### config.mk
export PLATFORM = sky130hd
export DESIGN_NAME = pll_reset_sequencer
export DESIGN_NICKNAME = d
export VERILOG_FILES = /design/src/rtl/pll_reset_sequencer.sv
export SDC_FILE = /design/constraint.sdc
export NUM_CORES = 1
export LEC_CHECK = 0
export ABC_AREA = 1
export CAP_MARGIN = 20
export CORE_MARGIN = 4
export CORE_UTILIZATION = 58
export DETAILED_ROUTE_END_ITERATION = 10
export GPL_ROUTABILITY_DRIVEN = 0
export GPL_TIMING_DRIVEN = 0
export HOLD_SLACK_MARGIN = 0.05
export PLACE_DENSITY = 0.81
export SLEW_MARGIN = 30
export SYNTH_ARGS = -nofsm -noshare
export SYNTH_HDL_FRONTEND = slang
export SYNTH_SLANG_ARGS = --single-unit
### constraint.sdc
create_clock -name i_clk -period 2.2 [get_ports i_clk]
set_input_delay 0.44 -clock i_clk [delete_from_list [all_inputs] [get_ports i_clk]]
set_output_delay 0.44 -clock i_clk [all_outputs]
set_load 0.1 [all_outputs]
### src/rtl/pll_reset_sequencer.sv
// pll_reset_sequencer: power-up / recovery sequencer for the PLL and the system reset tree.
// Runs from the 16 MHz reference clock, so it keeps working while the PLL is down.
// Optional watchdog: define PLL_RST_WDOG_EN to enable it (cause code 11).
module pll_reset_sequencer #(
  parameter int unsigned CNT_W       = 16,
  parameter int unsigned PLL_RST_CYC = 16,
  parameter int unsigned LOCK_CYC    = 256,
  parameter int unsigned LOCK_TO_CYC = 65535,
  parameter int unsigned SYS_RST_CYC = 255,
  parameter int unsigned CPU_DLY_CYC = 16,
  parameter int unsigned WDOG_CYC    = 65535
) (
  input  logic       i_clk,
  input  logic       i_reset_n,
  input  logic       i_pll_lock,
  input  logic       i_sw_reset_req,
  input  logic       i_wdog_kick,
  output logic       o_pll_resetb,
  output logic       o_sys_reset,
  output logic       o_cpu_reset,
  output logic [1:0] o_rst_cause,
  output logic [3:0] o_lock_fails,
  output logic [2:0] o_seq_state
);

  typedef enum logic [2:0] {
    StPllRst   = 3'd0,
    StWaitLock = 3'd1,
    StSysRst   = 3'd2,
    StCpuRst   = 3'd3,
    StRun      = 3'd4
  } state_e;

  localparam logic [1:0] CausePor  = 2'b00;
  localparam logic [1:0] CauseLock = 2'b01;
  localparam logic [1:0] CauseSw   = 2'b10;
  localparam logic [1:0] CauseWdog = 2'b11;

  state_e           r_state, w_state_d;
  logic [CNT_W-1:0] r_cnt, w_cnt_d;
  logic [CNT_W-1:0] r_lock_cnt, w_lock_cnt_d;
  logic             r_lock_s1, r_lock_s2;
  logic             w_lock_ok, w_lock_fail, w_wdog_expire;
  logic [1:0]       r_rst_cause, w_rst_cause_d;
  logic [3:0]       r_lock_fails;
  logic             r_pll_resetb, r_sys_reset, r_cpu_reset;
  logic             w_pll_resetb_d, w_sys_reset_d, w_cpu_reset_d;

  logic w_exp_pll, w_exp_to, w_exp_sys, w_exp_cpu;
  assign w_exp_pll = (r_cnt == CNT_W'(PLL_RST_CYC - 1));
  assign w_exp_to  = (r_cnt == CNT_W'(LOCK_TO_CYC - 1));
  assign w_exp_sys = (r_cnt == CNT_W'(SYS_RST_CYC - 1));
  assign w_exp_cpu = (r_cnt == CNT_W'(CPU_DLY_CYC - 1));

  // Lock filter only counts while waiting for lock, so every PLL reset needs a fresh lock.
  assign w_lock_ok = (r_lock_cnt == CNT_W'(LOCK_CYC));

  always_comb begin
    if (r_state != StWaitLock || !r_lock_s2) begin
      w_lock_cnt_d = '0;
    end else if (!w_lock_ok) begin
      w_lock_cnt_d = r_lock_cnt + CNT_W'(1);
    end else begin
      w_lock_cnt_d = r_lock_cnt;
    end
  end

`ifdef PLL_RST_WDOG_EN
  logic [CNT_W-1:0] r_wdog_cnt, w_wdog_cnt_d;

  // Watchdog runs only in RUN; a kick in the expiry cycle wins.
  assign w_wdog_cnt_d  = (r_state != StRun || i_wdog_kick) ? '0 : r_wdog_cnt + CNT_W'(1);
  assign w_wdog_expire = (r_state == StRun) && !i_wdog_kick &&
                         (r_wdog_cnt == CNT_W'(WDOG_CYC - 1));

  // Watchdog counter register
  always_ff @(posedge i_clk or negedge i_reset_n) begin
    if (!i_reset_n) r_wdog_cnt <= '0;
    else            r_wdog_cnt <= w_wdog_cnt_d;
  end
`else
  logic             w_unused_kick;
  logic [CNT_W-1:0] w_unused_wdog;
  assign w_unused_kick = i_wdog_kick;
  assign w_unused_wdog = CNT_W'(WDOG_CYC);
  assign w_wdog_expire = 1'b0;
`endif

  // Lock synchroniser and lock filter counter
  always_ff @(posedge i_clk or negedge i_reset_n) begin
    if (!i_reset_n) begin
      r_lock_s1  <= 1'b0;
      r_lock_s2  <= 1'b0;
      r_lock_cnt <= '0;
    end else begin
      r_lock_s1  <= i_pll_lock;
      r_lock_s2  <= r_lock_s1;
      r_lock_cnt <= w_lock_cnt_d;
    end
  end

  // State register and shared sequence counter
  always_ff @(posedge i_clk or negedge i_reset_n) begin
    if (!i_reset_n) begin
      r_state <= StPllRst;
      r_cnt   <= '0;
    end else begin
      r_state <= w_state_d;
      r_cnt   <= w_cnt_d;
    end
  end

  // Next-state logic: sequencing, then reset events (lock loss > watchdog > sw request)
  always_comb begin
    w_state_d     = r_state;
    w_rst_cause_d = r_rst_cause;
    w_lock_fail   = 1'b0;
    case (r_state)
      StPllRst:   if (w_exp_pll) w_state_d = StWaitLock;
      StWaitLock: begin
        if (w_lock_ok) begin
          w_state_d = StSysRst;
        end else if (w_exp_to) begin
          w_state_d   = StPllRst;
          w_lock_fail = 1'b1;
        end
      end
      StSysRst:   if (w_exp_sys) w_state_d = StCpuRst;
      StCpuRst:   if (w_exp_cpu) w_state_d = StRun;
      StRun:      w_state_d = StRun;
      default:    w_state_d = StPllRst;
    endcase
    if (r_state inside {StSysRst, StCpuRst, StRun}) begin
      if (!r_lock_s2) begin
        w_state_d     = StPllRst;
        w_rst_cause_d = CauseLock;
      end else if (w_wdog_expire) begin
        w_state_d     = StSysRst;
        w_rst_cause_d = CauseWdog;
      end else if (i_sw_reset_req && r_state != StSysRst) begin
        // Software reset keeps the PLL running and skips re-lock.
        w_state_d     = StSysRst;
        w_rst_cause_d = CauseSw;
      end
    end
  end

  assign w_cnt_d = (w_state_d != r_state) ? '0 : r_cnt + CNT_W'(1);

  // Output decode from next state so the registered resets change on the transition edge
  always_comb begin
    w_pll_resetb_d = (w_state_d != StPllRst);
    w_sys_reset_d  = (w_state_d inside {StPllRst, StWaitLock, StSysRst});
    w_cpu_reset_d  = (w_state_d != StRun);
  end

  // Registered outputs, reset cause and saturating lock-failure count
  always_ff @(posedge i_clk or negedge i_reset_n) begin
    if (!i_reset_n) begin
      r_pll_resetb <= 1'b0;
      r_sys_reset  <= 1'b1;
      r_cpu_reset  <= 1'b1;
      r_rst_cause  <= CausePor;
      r_lock_fails <= 4'd0;
    end else begin
      r_pll_resetb <= w_pll_resetb_d;
      r_sys_reset  <= w_sys_reset_d;
      r_cpu_reset  <= w_cpu_reset_d;
      r_rst_cause  <= w_rst_cause_d;
      if (w_lock_fail && r_lock_fails != 4'hF) r_lock_fails <= r_lock_fails + 4'd1;
    end
  end

  assign o_pll_resetb = r_pll_resetb;
  assign o_sys_reset  = r_sys_reset;
  assign o_cpu_reset  = r_cpu_reset;
  assign o_rst_cause  = r_rst_cause;
  assign o_lock_fails = r_lock_fails;
  assign o_seq_state  = r_state;

endmodule

-- Yosys cells after proc, flatten, opt, wreduce, memory -nomap -nowiden
Index checks and enable logic that the tools add are counted.
- logic and storage cells: 57
- output and inout bits: 12
- flip-flop bits (word level): 46
- muxes and demuxes: 17
- $add $sub $neg: 3
- equality and inequality tests: 17
- reduce and logical (&&, ||, !) cells: 10
- operators with widths (operator ; count):
    $mux 16 ; 3
    $add 16x1->16 const B ; 2
    $mux 3 ; 8
    $eq 16x16->1 const B ; 1
    $eq 16x4->1 const B ; 1
    $eq 16x8->1 const B ; 1
    $eq 16x9->1 const B ; 1
    $pmux 3 s5 ; 1
    $eq 3x2->1 const B ; 3
    $reduce_bool 3->1 ; 3
    $eq 3x1->1 const B ; 2
    $logic_not 3->1 ; 2
    $add 4x1->4 const B ; 1
    $mux 2 ; 2
    $ne 2x1->1 const B ; 2
    $ne 4x4->1 const B ; 1
    $eq 3x3->1 const B ; 1
    $mux 1 ; 3
    $ne 3x1->1 const B ; 1
    $ne 3x2->1 const B ; 1
    $ne 3x3->1 ; 1
    $ne 3x3->1 const B ; 1
    $logic_and 1x1->1 ; 2
    $reduce_and 2->1 ; 1
    2 further kinds ; 2

-- Logic depth before layout (Yosys ltp)
- word-level depth: 9
- gate-level depth with buffers: 16

-- Least setup slack after synthesis
No wires, ideal clock.
- path type: reg-to-reg
- from: register r_state[0], in the netlist o_seq_state[0]
- to: register r_cnt[7]
- path buffers: 1
- stages on the path, launching flop included: 12
- arrival: 2.231 ns
- slack: -0.153 ns
- required time: 2.078 ns
- cells stage by stage: dfrtp_1 > inv_1 > nand3_1 > nand2_2 > nand2_2 > nand2_2 > inv_2 > nand2_4 > xor2_1 > nand3_2 > buf_6 > nor2_2
- longest elaborated chain between the ends: 8
- elaborated cells on any way between the ends: 19
- those cells by class: 6 x eq/ne; 10 x mux; 3 x reduce/logical
- ends and longest elaborated chain (what ; line ; text):
    from (decl) ; 39 ; state_e r_state, w_state_d;
    from (signal assigned) ; 105 ; r_state <= StPllRst;
    from (signal assigned) ; 108 ; r_state <= w_state_d;
    $mux 3 ; 123 ; end else if (w_exp_to) begin
    $mux 3 ; 121 ; if (w_lock_ok) begin
    $pmux 3 s5 ; 118 ; case (r_state)
    $mux 3 ; 140 ; end else if (i_sw_reset_req && r_state != StSysRst) begin
    $mux 3 ; 134 ; if (!r_lock_s2) begin
    $mux 3 ; 133 ; if (r_state inside {StSysRst, StCpuRst, StRun}) begin
    $ne 3x3->1 (*) ; 148 ; assign w_cnt_d = (w_state_d != r_state) ? '0 : r_cnt + CNT_W'(1);
    $mux 16 (*) ; 148 ;
    net w_cnt_d[7] ; 40 ; logic [CNT_W-1:0] r_cnt, w_cnt_d;
    to (signal assigned) ; 109 ; r_cnt <= w_cnt_d;
    to (decl) ; 40 ;
The timed path passes the listed nets; every way through them passes the cells marked *.
A chain may end at the register's enable or synchronous reset.

-- Worst setup path after layout
- from: register r_sys_reset, in the netlist o_sys_reset
- to: output port o_sys_reset
- RTL lines (what ; line ; text):
    from (decl) ; 46 ; logic r_pll_resetb, r_sys_reset, r_cpu_reset;
    from (signal assigned) ; 167 ; r_sys_reset <= w_sys_reset_d;
    to (decl) ; 19 ; output logic o_sys_reset,
No word-level cell between the ends.

==> run summary <==
Critical path's slowest cell -> dlygate4sd2_1
ANT cells -> 0
Tcrit/Tclk final -> 0.958
Worst Path Max Fanout -> 1
Max Cap Viol -> 0
Multi-input logic area -> 1160 um2
Layout cells sized above 1 -> 0.154
TritonRoute pass-1 iters -> 4
Die ar. -> 5390 um2
Synth-to-Final Area Change -> 11.7%
WL per Instance -> 11.8 um
Global-route usage over all layers -> 0.183
Clk slew on worst S/H paths -> 0.09 ns
First-pass GRT wire length -> 7690 um
Leading area contributor after synthesis -> dfrtp_1
R2r startpoint -> r_cnt[0]$_DFF_PN0_
Largest net degree at the start of global routing -> 47
Initial DRC Count -> 111
Initial antenna violation count -> 0
# IOs -> 17
Clock buffer count from CTS -> 5
Largest cells by area after synthesis -> dfrtp_1 (44%), nand2_1 (8.3%), inv_1 (5.7%), nor2_1 (5.7%), nand3_1 (4.6%)
Syn. warnings -> 0
Syn Area/Cell -> 8.22 um2
CP required -> 1.76 ns
Worst setup SP type -> flip-flop
Core area -> 4060 um2
Longest Clk Path Bufs -> 2
Initial Utilization -> 0.611
Commonest non-fill, non-tap cells in the layout -> nand2_1 (55), dfrtp_1 (41), inv_1 (38), nor2_1 (38), nand3_1 (23)
CTS Sinks -> 46
Cell Pwr Density -> 506 nW/um2
Layout Nets -> 334
RR Endpoint -> r_cnt[5]$_DFF_PN0_
Antenna Violating Nets Remaining -> 0
# fillers -> 337
Hold_buf cts -> 0
Highest cell delay on the worst timing path -> 0.85 ns
DP Wirelength -> 3230 um
Total number of vias -> 1927
Reg area -> 1160 um2
Hold Slack -> 0.128 ns
Top_reg_cell synth -> dfrtp_1
Layout Skew -> 0.0131 ns
Yosys top cell area share -> 0.444
Worst-skew pair later-pin latency -> 0.30 ns
Arrival time at the worst endpoint -> 1.67 ns
Crit-path leading delay family -> buffers and inverters
Worst setup EP type -> primary output
Status -> completed
Maximum vdd drop -> 0.000398 V
Placed Instance Area -> 2700 um2
Vias in the first global route -> 1823
Slew HR -> 0.357
Final hold violations -> 0
Tightest Hold Check Type -> in -> async
R2R cell count -> 10
Syn_nets -> 312
Cell Chain, Critical Path -> dlygate4sd2_1
Cell area after synthesis -> 2480 um2
Max Freq -> 475 MHz
Die height -> 73.4 um
Rows -> 23
Commonest non-fill, non-tap cell in the layout -> nand2_1
Total wire length -> 4410 um
GR Overflow Total -> 0
Via density -> 5.14
Period minus WS final -> 2.11 ns
Critical path class -> reg -> out
Setup Buffers After CTS -> 0
CTS tree -> done
Worst slew pin tran -> 0.968 ns
Setup crit start -> o_sys_reset$_DFF_PN1_
Final Slew Violations -> 0
Die W -> 73.4 um
Root buf cell -> clkbuf_8
Design Area, Final -> 2770 um2
CTS H-tree lvls -> 2
Unrepaired setup endpoints after global routing -> no
PortBufs -> 15
CP bufs+invs -> 1
Final setup viols -> 0
Post-synthesis sequential area ratio -> 0.465
Netlist cell types -> 28
Ys async rst share -> 1.00
Number of synthesized flops with an enable pin -> 0
Core Util, Final -> 0.683
# DRC -> 0
Register-to-register setup slack -> 0.15 ns
#FFs+latches synth -> 46
Leakage -> 1.33 nW
Synth Instances -> 302
==> area by class of cell <==
type | instances | area share
multi-input cells | 212 | 0.419
flip-flops and latches | 46 | 0.418
inverters | 42 | 0.0569
repair buffers | 15 | 0.0479
clock buffers | 8 | 0.0289
well taps | 50 | 0.0226
plain buffers | 2 | 0.00722
==> metrics by stage <==
stage               cells  setup TNS [ns]  setup WS, ns  power, W
floorplan             302               0         0.216  0.000897
global placement      367          -24.64        -0.710  0.000925
detailed placement    367               0         0.126  0.000926
CTS                   375               0        0.0785   0.00141
global route          375               0       0.00150   0.00146
finish                375               0        0.0931   0.00140
==> routing by layer <==
layer,routed length [um],part of all wire,GRT usage,vias to the layer above
li1,-,-,-,1002
met2,2050,0.46,0.286,30
met3,177,0.040,0.0492,8
met4,72,0.016,0.0664,0
met1,2120,0.48,0.246,887
met5,0,0,0,-
==> cell families (layout without fill, tap and decap cells) <==
kind of cell / Yosys count / in the layout / share of synthesized area
AOI/OAI and AO/OA: 30 / 30 / 0.0691
xor gates and xnor gates: 17 / 17 / 0.0600
adders and majority gates: 5 / 5 / 0.0252
buffers and inverters: 44 / 67 / 0.0701
DFF: 46 / 46 / 0.465
and+or+nand+nor: 160 / 160 / 0.311
==> where the power goes <==
group	leakage [nW]	internal [W]	switching (W)
clock	0.0395	0.000226	0.000268
sequential	0.595	0.000851	0.00000475
combinational	0.691	0.0000157	0.0000362
total	1.33	0.00109	0.000309
==> registers in the layout, summed over array words and instances (netlist names) <==
register / flops
o_lock_fails: 4
o_sys_reset: 1
o_cpu_reset: 1
r_lock_cnt: 16
o_seq_state: 3
r_lock_s1: 1
o_pll_resetb: 1
r_lock_s2: 1
r_cnt: 16
o_rst_cause: 2
==> worst max path at each step <==
stage	to	slack, ns	cells past startpoint
after floorplan	r_cnt[7]$_DFF_PN0_	0.22	11
after global placement	o_seq_state[0]$_DFF_PN0_	-0.71	1
after detailed placement	o_sys_reset	0.13	1
after CTS	o_sys_reset	0.08	1
after global routing	r_cnt[8]$_DFF_PN0_	0.001	10
final	o_sys_reset	0.09	1
==> cells in the mapped netlist (2+ instances only) <==
library cell   n
a21oi_1       11
xnor2_1        7
nor3_1         2
nand4_1        4
nand3_1       23
nand2_2        8
inv_2          4
o21ai_0       14
dfrtp_1       44
nor2_2        16
xor2_1        10
nand2_1       55
ha_1           5
o21a_1         2
nor4_1         5
dfstp_2        2
inv_1         38
nor2_1        38
nor3_2         2
nand3_2        4
==> repair_timing <==
| action | in CTS | in global routing |
|---|---|---|
| gates resized for setup | 12 | 2 |
| setup endpoints to repair | 12 | 4 |
| gates cloned | 0 | 0 |
(Power assumes the default switching activity.)
